$ cat config.mk
export PLATFORM = sky130hd
export DESIGN_NAME = av_udp_tx_queue
export DESIGN_NICKNAME = d
export VERILOG_FILES = /design/src/rtl/av_udp_tx_queue.sv
export SDC_FILE = /design/constraint.sdc
export NUM_CORES = 2
export LEC_CHECK = 0
export BUFFER_PORTS_ARGS = -buffer_cell sky130_fd_sc_hd__clkbuf_2
export CAP_MARGIN = 20
export CORE_MARGIN = 5
export CORE_UTILIZATION = 62
export CTS_BUF_LIST = sky130_fd_sc_hd__clkbuf_4 sky130_fd_sc_hd__clkbuf_8
export CTS_CLUSTER_DIAMETER = 50
export DETAILED_ROUTE_END_ITERATION = 7
export GPL_TIMING_DRIVEN = 0
export PLACE_DENSITY = 0.82
export SYNTH_ARGS = -nofsm -noshare
export SYNTH_HDL_FRONTEND = slang
export SYNTH_SLANG_ARGS = --single-unit
$ cat constraint.sdc
create_clock -name clk -period 5.6 [get_ports clk]
set_clock_uncertainty 0.2 [all_clocks]
set_input_delay 0.84 -clock clk [delete_from_list [all_inputs] [get_ports clk]]
set_output_delay 0.84 -clock clk [all_outputs]
set_load 0.01 [all_outputs]
$ cat src/rtl/av_udp_tx_queue.sv
// av_udp_tx_queue: Avalon-MM channel register file plus send-request FIFO that hands packets to a UDP transmitter; optional irq port under macro UDP_TX_IRQ_EN
module av_udp_tx_queue #(
    parameter int NUM_CH = 4,
    parameter int QDEPTH = 4
) (
    input  logic        clk,
    input  logic        reset,
    input  logic [6:0]  address,
    input  logic        write,
    input  logic        read,
    input  logic [31:0] writedata,
    output logic [31:0] readdata,
    output logic        tx_req,
    input  logic        tx_ack,
    input  logic        tx_done,
    output logic [15:0] length_o,
    output logic [15:0] checksum_o,
    output logic [15:0] local_port_o,
    output logic [15:0] remote_port_o,
    output logic [31:0] remote_IP_o,
    output logic [31:0] remote_MAC_LSB_o,
    output logic [15:0] remote_MAC_MSB_o,
    output logic        busy_o,
    output logic [3:0]  level_o
`ifdef UDP_TX_IRQ_EN
    ,
    output logic        irq
`endif
);
    localparam int CW = NUM_CH > 1 ? $clog2(NUM_CH) : 1;
    localparam int CS = 1 << CW;
    localparam int PW = $clog2(QDEPTH);
    typedef enum logic [1:0] {IDLE, REQ, WAIT} state_t;
    state_t state;
    logic [15:0] ch_len [CS];
    logic [15:0] ch_csum [CS];
    logic [15:0] ch_lport [CS];
    logic [15:0] ch_rport [CS];
    logic [31:0] ch_ip [CS];
    logic [31:0] ch_mac_lsb [CS];
    logic [15:0] ch_mac_msb [CS];
    logic [CW-1:0] fifo [QDEPTH];
    logic [PW-1:0] wp, rp;
    logic [3:0] cnt, wch;
    logic [CW-1:0] ci, hd;
    logic ovf, bad_ch, done;
    logic ch_hit, ctrl_wr, stat_wr, ch_ok, full, pop, push, set_ovf, set_bad, set_done;
    logic [31:0] status, ch_rd, rd_val;

    assign wch = address[6:3] - 4'd1;
    assign ci = wch[CW-1:0];
    assign ch_hit = address[6:3] != 4'd0 && int'(wch) < NUM_CH;
    assign ctrl_wr = write && address == 7'h00;
    assign stat_wr = write && address == 7'h01;
    assign ch_ok = int'(writedata[3:0]) < NUM_CH;
    assign full = cnt == 4'(QDEPTH);
    assign pop = state == IDLE && cnt != 4'd0;
    assign push = ctrl_wr && ch_ok && (!full || pop);
    assign set_ovf = ctrl_wr && ch_ok && full && !pop;
    assign set_bad = ctrl_wr && !ch_ok;
    assign set_done = (state == REQ && tx_ack && tx_done) || (state == WAIT && tx_done);
    assign hd = fifo[rp];
    assign level_o = cnt;
    assign status = {21'd0, done, bad_ch, ovf, cnt, 3'd0, busy_o};

    // channel register read mux; k = 7 is a hole in each channel window
    always_comb begin
        ch_rd = '0;
        case (address[2:0])
            3'd0: ch_rd = {16'd0, ch_len[ci]};
            3'd1: ch_rd = {16'd0, ch_csum[ci]};
            3'd2: ch_rd = {16'd0, ch_lport[ci]};
            3'd3: ch_rd = {16'd0, ch_rport[ci]};
            3'd4: ch_rd = ch_ip[ci];
            3'd5: ch_rd = ch_mac_lsb[ci];
            3'd6: ch_rd = {16'd0, ch_mac_msb[ci]};
            default: ch_rd = '0;
        endcase
    end

`ifdef UDP_TX_IRQ_EN
    logic irq_en;
    assign rd_val = address == 7'h01 ? status : address == 7'h02 ? {31'd0, irq_en} : ch_hit ? ch_rd : '0;
    assign irq = done & irq_en;
    // interrupt enable register
    always_ff @(posedge clk)
        if (reset) irq_en <= 1'b0;
        else if (write && address == 7'h02) irq_en <= writedata[0];
`else
    assign rd_val = address == 7'h01 ? status : ch_hit ? ch_rd : '0;
`endif

    // per-channel parameter registers
    always_ff @(posedge clk)
        if (reset) begin
            for (int i = 0; i < CS; i++) begin
                ch_len[i] <= 16'h0000;
                ch_csum[i] <= 16'h0BFF;
                ch_lport[i] <= 16'hAAAA;
                ch_rport[i] <= 16'hFDE2;
                ch_ip[i] <= 32'hAC1B01EB;
                ch_mac_lsb[i] <= 32'hD93049D0;
                ch_mac_msb[i] <= 16'hD4BD;
            end
        end else if (write && ch_hit) begin
            case (address[2:0])
                3'd0: ch_len[ci] <= writedata[15:0];
                3'd1: ch_csum[ci] <= writedata[15:0];
                3'd2: ch_lport[ci] <= writedata[15:0];
                3'd3: ch_rport[ci] <= writedata[15:0];
                3'd4: ch_ip[ci] <= writedata;
                3'd5: ch_mac_lsb[ci] <= writedata;
                3'd6: ch_mac_msb[ci] <= writedata[15:0];
                default: ;
            endcase
        end

    // send-request FIFO; pointers wrap naturally because QDEPTH is a power of two
    always_ff @(posedge clk)
        if (reset) begin
            wp <= '0;
            rp <= '0;
            cnt <= '0;
        end else begin
            if (push) fifo[wp] <= writedata[CW-1:0];
            wp <= wp + PW'(push);
            rp <= rp + PW'(pop);
            cnt <= cnt + {3'd0, push} - {3'd0, pop};
        end

    // sticky status flags: a set event in the same cycle beats a write-1-to-clear
    always_ff @(posedge clk)
        if (reset) begin
            ovf <= 1'b0;
            bad_ch <= 1'b0;
            done <= 1'b0;
        end else begin
            ovf <= set_ovf | (ovf & ~(stat_wr & writedata[8]));
            bad_ch <= set_bad | (bad_ch & ~(stat_wr & writedata[9]));
            done <= set_done | (done & ~(stat_wr & writedata[10]));
        end

    // registered read data with one cycle of latency
    always_ff @(posedge clk)
        if (reset) readdata <= '0;
        else readdata <= read ? rd_val : '0;

    // transmit handshake FSM; the snapshot is taken on the pop and held until the next pop
    always_ff @(posedge clk)
        if (reset) begin
            state <= IDLE;
            tx_req <= 1'b0;
            busy_o <= 1'b0;
            length_o <= 16'h0000;
            checksum_o <= 16'h0BFF;
            local_port_o <= 16'hAAAA;
            remote_port_o <= 16'hFDE2;
            remote_IP_o <= 32'hAC1B01EB;
            remote_MAC_LSB_o <= 32'hD93049D0;
            remote_MAC_MSB_o <= 16'hD4BD;
        end else begin
            case (state)
                IDLE: if (pop) begin
                    state <= REQ;
                    tx_req <= 1'b1;
                    busy_o <= 1'b1;
                    length_o <= ch_len[hd];
                    checksum_o <= ch_csum[hd];
                    local_port_o <= ch_lport[hd];
                    remote_port_o <= ch_rport[hd];
                    remote_IP_o <= ch_ip[hd];
                    remote_MAC_LSB_o <= ch_mac_lsb[hd];
                    remote_MAC_MSB_o <= ch_mac_msb[hd];
                end
                REQ: if (tx_ack) begin
                    state <= tx_done ? IDLE : WAIT;
                    tx_req <= 1'b0;
                    busy_o <= !tx_done;
                end
                WAIT: if (tx_done) begin
                    state <= IDLE;
                    busy_o <= 1'b0;
                end
                default: state <= IDLE;
            endcase
        end
endmodule

# Yosys cells after proc, flatten, opt, wreduce, memory -nomap -nowiden
# Memories as Yosys holds them, arrays and structs flattened. A register that Yosys moved wholly into a read port is not among the register bits.
# Index checks and enable logic that the tools add are counted.
word_totals:
  regBits: 47
  ram_bits: 584
  in_bits: 45
  wordCells: 161
  n_memories: 8
memory_table:
  columns: ["memory", "words", "word_bits", "rd", "rd_clocked_by_memory_dff", "write_ports", "line_no", "text"]
  rows:
  - ["ch_ip", 4, 32, 2, 1, 4, "39", "logic [31:0] ch_ip [CS];"]
  - ["ch_mac_lsb", 4, 32, 2, 1, 4, "40", "logic [31:0] ch_mac_lsb [CS];"]
  - ["ch_csum", 4, 16, 2, 1, 4, "36", "logic [15:0] ch_csum [CS];"]
  - ["ch_len", 4, 16, 2, 1, 4, "35", "logic [15:0] ch_len [CS];"]
  - ["ch_lport", 4, 16, 2, 1, 4, "37", "logic [15:0] ch_lport [CS];"]
  - ["ch_mac_msb", 4, 16, 2, 1, 4, "41", "logic [15:0] ch_mac_msb [CS];"]
  - ["2 more memories", null, null, null, null, null, null, null]
op_classes:
  n_addsub: 5
  n_lt_le_gt_ge: 2
  eq_ne: 13
  muxes: 69
  n_bitwise: 14
  n_reduce_logical: 39
op_table:
  columns: ["cell", "count"]
  rows:
  - ["$pmux 32 s7", 1]
  - ["$mux 16", 5]
  - ["$reduce_or 16->1", 5]
  - ["$mux 32", 2]
  - ["$reduce_or 32->1", 2]
  - ["$mux 1", 44]
  - ["$mux 2", 12]
  - ["$mux 11", 2]
  - ["$logic_and 1x1->1", 13]
  - ["$eq 3x3->1 const B", 3]
  - ["$lt 4x3->1 const B", 2]
  - ["$reduce_bool 4->1", 2]
  - ["$eq 7x1->1 const B", 1]
  - ["$logic_not 7->1", 1]
  - ["$and 1x1->1", 6]
  - ["$eq 3x2->1 const B", 2]
  - ["$ne 2x2->1 const B", 3]
  - ["$pmux 2 s3", 1]
  - ["$reduce_and 3->1", 2]
  - ["$not 1->1", 5]
  - ["$add 2x1->2", 2]
  - ["$add 4x1->4", 1]
  - ["$eq 4x3->1 const B", 1]
  - ["$logic_not 1->1", 4]
  - ["17 further kinds", 20]

# Depth between registers and ports, before layout
logic_depth:
  word_depth: 9
  mapped_depth: 13
  depth_no_buf: 12

# Least setup slack after synthesis
# OpenSTA, ideal clock, no wires.
synth_path:
  path_kind: "input to register"
  start: "in address[3]"
  end: "mem ch_ip[3][0] (enable)"
  t_arrival_ns: 4.448
  required_ns: 4.972
  slack_ns: 0.524
  stages: 12
  path_cell_list: "buf_6 -> inv_1 -> clkbuf_1 -> ha_1 -> buf_2 -> buf_2 -> buf_2 -> buf_2 -> buf_2 -> nor2_1 -> nand3_1 -> o21bai_1"
synth_lines:
  columns: ["item", "line_no", "text"]
  rows:
  - ["from (decl)", "8", "input logic [6:0] address,"]
  - ["to (decl)", "39", null]

# Worst setup path in the final report
layout_path:
  start: "in address[3]"
  end: "reg readdata[4]"
layout_via:
  elab_chain_len: 5
  word_cells_on_any_way: 15
layout_lines:
  columns: ["item", "line_no", "text"]
  rows:
  - ["$sub 4x1->4", "50", "assign wch = address[6:3] - 4'd1;"]
  - ["$mem_v2 4x16 (tied with other cells)", null, null]
  - ["$pmux 32 s7 / $logic_and 1x1->1 (equally long branches)", "69, 52", null]
  - ["$mux 11", "90", "assign rd_val = address == 7'h01 ? status : ch_hit ? ch_rd : '0;"]
  - ["$mux 11 (*)", "90", null]
  - ["to (signal assigned)", "146", "else readdata <= read ? rd_val : '0;"]
  - ["to (decl)", "12", "output logic [31:0] readdata,"]
# Every way passes the cells marked *; elsewhere a longest branch is shown, timed or not.
# A chain may end at the register's enable or synchronous reset.

==> results.json <==
{
  "detail-route-antenna-nets": 0,
  "routed_via_density": 7.38,
  "crit_arrival_ns": 6.21,
  "finalHoldViolCount": 0,
  "r2r-end": "remote_port_o[3]$_SDFFE_PP0P_",
  "drive_above_1_share_pct": 22.9,
  "io_buffers": 221,
  "maxCapViolCount": 0,
  "path_clk_slew_ns": 0.05,
  "synth-simple-area-share_pct": 14.7,
  "first_global_vias": 29200,
  "cts_tree": "yes",
  "pwr-share-comb_pct": 26.6,
  "synth.area.top_cells": "edfxtp_1 (48%), dfxtp_1 (11%), mux4_2 (6.6%), mux2i_1 (6.0%), and3_1 (3.4%)",
  "gr-usage-all-layers_pct": 48.8,
  "total_power_uw": 17500,
  "cp.required_ns": 6.09,
  "place_congestion": 1.09,
  "placed_area_mm2": 0.0388,
  "slew_viol_final": 0,
  "dp_hpwl_um": 112000,
  "intPower_uw": 11300,
  "initial_utilization_pct": 62.8,
  "io-pin-count": 227,
  "syn_nets": 2904,
  "p_leak_uw": 0.0159,
  "p_clk_share_pct": 30.3,
  "muxShareOfSynthArea_pct": 15.5,
  "rsz0062_at_grt": "false",
  "clock_path_buffers": 3,
  "grt_pass1_wl_um": 217000,
  "drt_iter0_drc": 5342,
  "relSlewSlack_pct": 10.8,
  "dieArea_mm2": 0.0636,
  "synth-compound-area-share_pct": 7.34,
  "firstDrtPassIters": 8,
  "seq_area_mm2": 0.0214,
  "async_flop_share_pct": 0,
  "grt_max_degree": 33,
  "reg2reg_depth": 10,
  "multi_input_area_mm2": 0.0139,
  "p_seq_share_pct": 43.1,
  "ys_types": 64,
  "syn-mean-instance-area_um2": 12.8,
  "synth_edf_count": 584,
  "holdWs_ns": 0.0618,
  "fillers": 4058,
  "netlist_area_mm2": 0.0364,
  "die_y_um": 252,
  "synth_seq_cells": 775,
  "status": "finished with violations",
  "nNetsFinal": 3279,
  "yosys.area.top_type_share_pct": 48.2,
  "criticalPathCategory": "input port to register",
  "core_area_mm2": 0.0579,
  "cp_max_fo": 11,
  "synthCells": 2848,
  "clkSinkCount": 775,
  "wl_per_cell_um": 38.8,
  "final_cell_area_mm2": 0.0415,
  "rows": 88,
  "tightest_slew_ns": 1.34,
  "max_freq_mhz": 175,
  "worst_ir_drop_vdd_mv": 0.406,
  "p_switching_uw": 6180,
  "setup_viol": 1,
  "synth_top_area_cell": "edfxtp_1",
  "power.density_mw_per_mm2": 421,
  "finalSetupTns_ns": -0.114,
  "cts_setup_buffers": 0,
  "root_buffer": "clkbuf_8",
  "rrSetupSlack_ns": 0.99,
  "die_width_um": 252,
  "wl_um": 160000,
  "cts_buffers": 130,
  "end_kind": "register",
  "hold-path-endpoint": "state[1]$_SDFFE_PP0P_",
  "cp-start-kind": "input port",
  "synth_sequential_area_ratio_pct": 58.7,
  "whs_path_depth": 2,
  "ys_warn_count": 0,
  "synth_top_family_by_area": "multiplexers",
  "min_from": "tx_done",
  "layout_setup_ws_ns": -0.114,
  "synth_flop_cell": "edfxtp_1",
  "hp-class": "input port to register",
  "antenna_found_initial": 15,
  "grt_overflow": 0,
  "drc": 16,
  "insertion_delay_ns": 0.82,
  "r2r_start": "level_o[2]$_SDFF_PP0_",
  "synth_xor_area_share_pct": 0.0963,
  "synthAdderAreaFrac_pct": 0.399,
  "post-route-period-util_pct": 102,
  "violations": "DRC, setup timing",
  "area_growth_pct": 14.2,
  "finalCriticalPeriod_ns": 5.71,
  "switching_share_pct": 35.3,
  "htreeDepth": 4,
  "vias": 30300
}
==> layout make-up <==
cell class,instances,share of cell area (%)
plain buffers,280,2.74
clock buffers,205,5.92
well taps,765,2.30
clock inverters,35,0.551
repair buffers,243,3.38
flip-flops and latches,775,51.4
multi-input cells,1778,33.5
diodes,15,0.0903
inverters,15,0.136
==> what timing repair did <==
action / in CTS / in global routing
resized for setup: 2 / 2
hold buffers: 0 / 0
endpoints found under the hold margin: 0 / 0
endpoints found under the setup margin: 64 / 64
pin swaps: 0 / 0
==> metrics by stage <==
step,util (%),setup slack (ns),cells
floorplan,-,0.524,2848
global placement,66.4,-2.94,3834
detailed placement,66.9,-1.08,3853
CTS,71.6,0.0409,4093
global route,71.7,0.0589,4097
finish,71.7,-0.114,4111
==> worst max-delay path: stages <==
cell      delay [ns]
buf_6           0.12
inv_1           0.07
clkbuf_1        0.87
ha_1            0.35
buf_2           0.36
buf_2           0.41
buf_2           0.35
buf_2           0.66
mux2i_1         0.26
o22ai_1         0.14
a221oi_1        0.84
o21ai_0         0.54
a22o_1          0.35
==> power groups by stage <==
stage | logic [uW] | clock network (uW) | registers [uW]
after floorplan | 2150 | 0 | 7590
after global placement | 4260 | 0 | 7560
after detailed placement | 4380 | 0 | 7600
after CTS | 4400 | 5190 | 7490
after global routing | 4690 | 5490 | 7560
final | 4650 | 5310 | 7550
==> sequential cells by signal, summed over array words and instances, names as in the netlist, 2 cells and up <==
signal and flops:
ch_csum 64, ch_ip 128, ch_len 64, ch_lport 64
ch_mac_lsb 128, ch_mac_msb 64, ch_rport 64, checksum_o 16
fifo 8, length_o 16, level_o 4, local_port_o 16
readdata 32, remote_IP_o 32, remote_MAC_LSB_o 32, remote_MAC_MSB_o 16
remote_port_o 16, rp 2, state 2, wp 2
==> routing by layer <==
layer,GRT usage (%),up-vias,wire length [um]
met1,60.1,14800,51200
met3,21.9,772,27600
met5,0,-,37
met4,33.6,6,14300
met2,69.3,3172,66300
li1,-,11600,-
==> synth_stat cells, types with 33 or more instances <==
library cell  number
a21oi_1           33
a31oi_1           70
and2_1           119
and3_1           195
buf_2             45
clkbuf_1         207
dfxtp_1          191
edfxtp_1         584
mux2_2            91
mux2i_1          219
mux4_2           107
nand2_1          287
nand2b_1         151
o221ai_1          76
o22ai_1          102
or3_1            119
==> cell families after synthesis <==
group	count (synthesis)
multiplexers	417
adder cells (fa/ha/maj)	11
buffers and inverters	295
AND/OR/NAND/NOR	976
AO/OA/AOI/OAI	370
flip-flops	775
XOR/XNOR	4
==> how the worst max path moves through the flow <==
stage | startpoint | slack (ns) | end | cells after the start
finish | address[3] | -0.11 | readdata[4]$_SDFF_PP0_ | 13
detailed placement | address[3] | -1.08 | ch_ip[1][21]$_SDFFCE_PN0P_ | 10
global placement | address[3] | -2.94 | ch_mac_lsb[3][9]$_DFFE_PP_ | 12
CTS | address[3] | 0.04 | ch_ip[1][9]$_SDFFCE_PN0P_ | 10
floorplan | address[3] | 0.52 | ch_ip[3][0]$_DFFE_PP_ | 12
global route | address[3] | 0.06 | readdata[4]$_SDFF_PP0_ | 13
==> layout by cell type (no fill, tap or decap), types with 15 or more instances in the layout <==
| cell | Yosys | layout |
|---|---|---|
| a31oi_1 | 70 | 70 |
| clkbuf_2 | 7 | 229 |
| a21oi_1 | 33 | 33 |
| clkbuf_1 | 207 | 206 |
| clkbuf_8 | 0 | 147 |
| and3_1 | 195 | 195 |
| mux4_2 | 107 | 107 |
| o221ai_1 | 76 | 76 |
| mux2_2 | 91 | 91 |
| o22ai_1 | 102 | 102 |
| and2_1 | 119 | 119 |
| buf_2 | 45 | 46 |
| nor2_1 | 30 | 29 |
| diode_2 | 0 | 15 |
| or3_1 | 119 | 119 |
| mux2i_1 | 219 | 219 |
| a21o_1 | 15 | 15 |
| clkbuf_4 | 0 | 58 |
| inv_1 | 15 | 15 |
| nand2b_1 | 151 | 151 |
| buf_1 | 17 | 17 |
| nand2_1 | 287 | 287 |
| dfxtp_1 | 191 | 191 |
| edfxtp_1 | 584 | 584 |
Note: power is estimated with default switching activity, not from simulation.
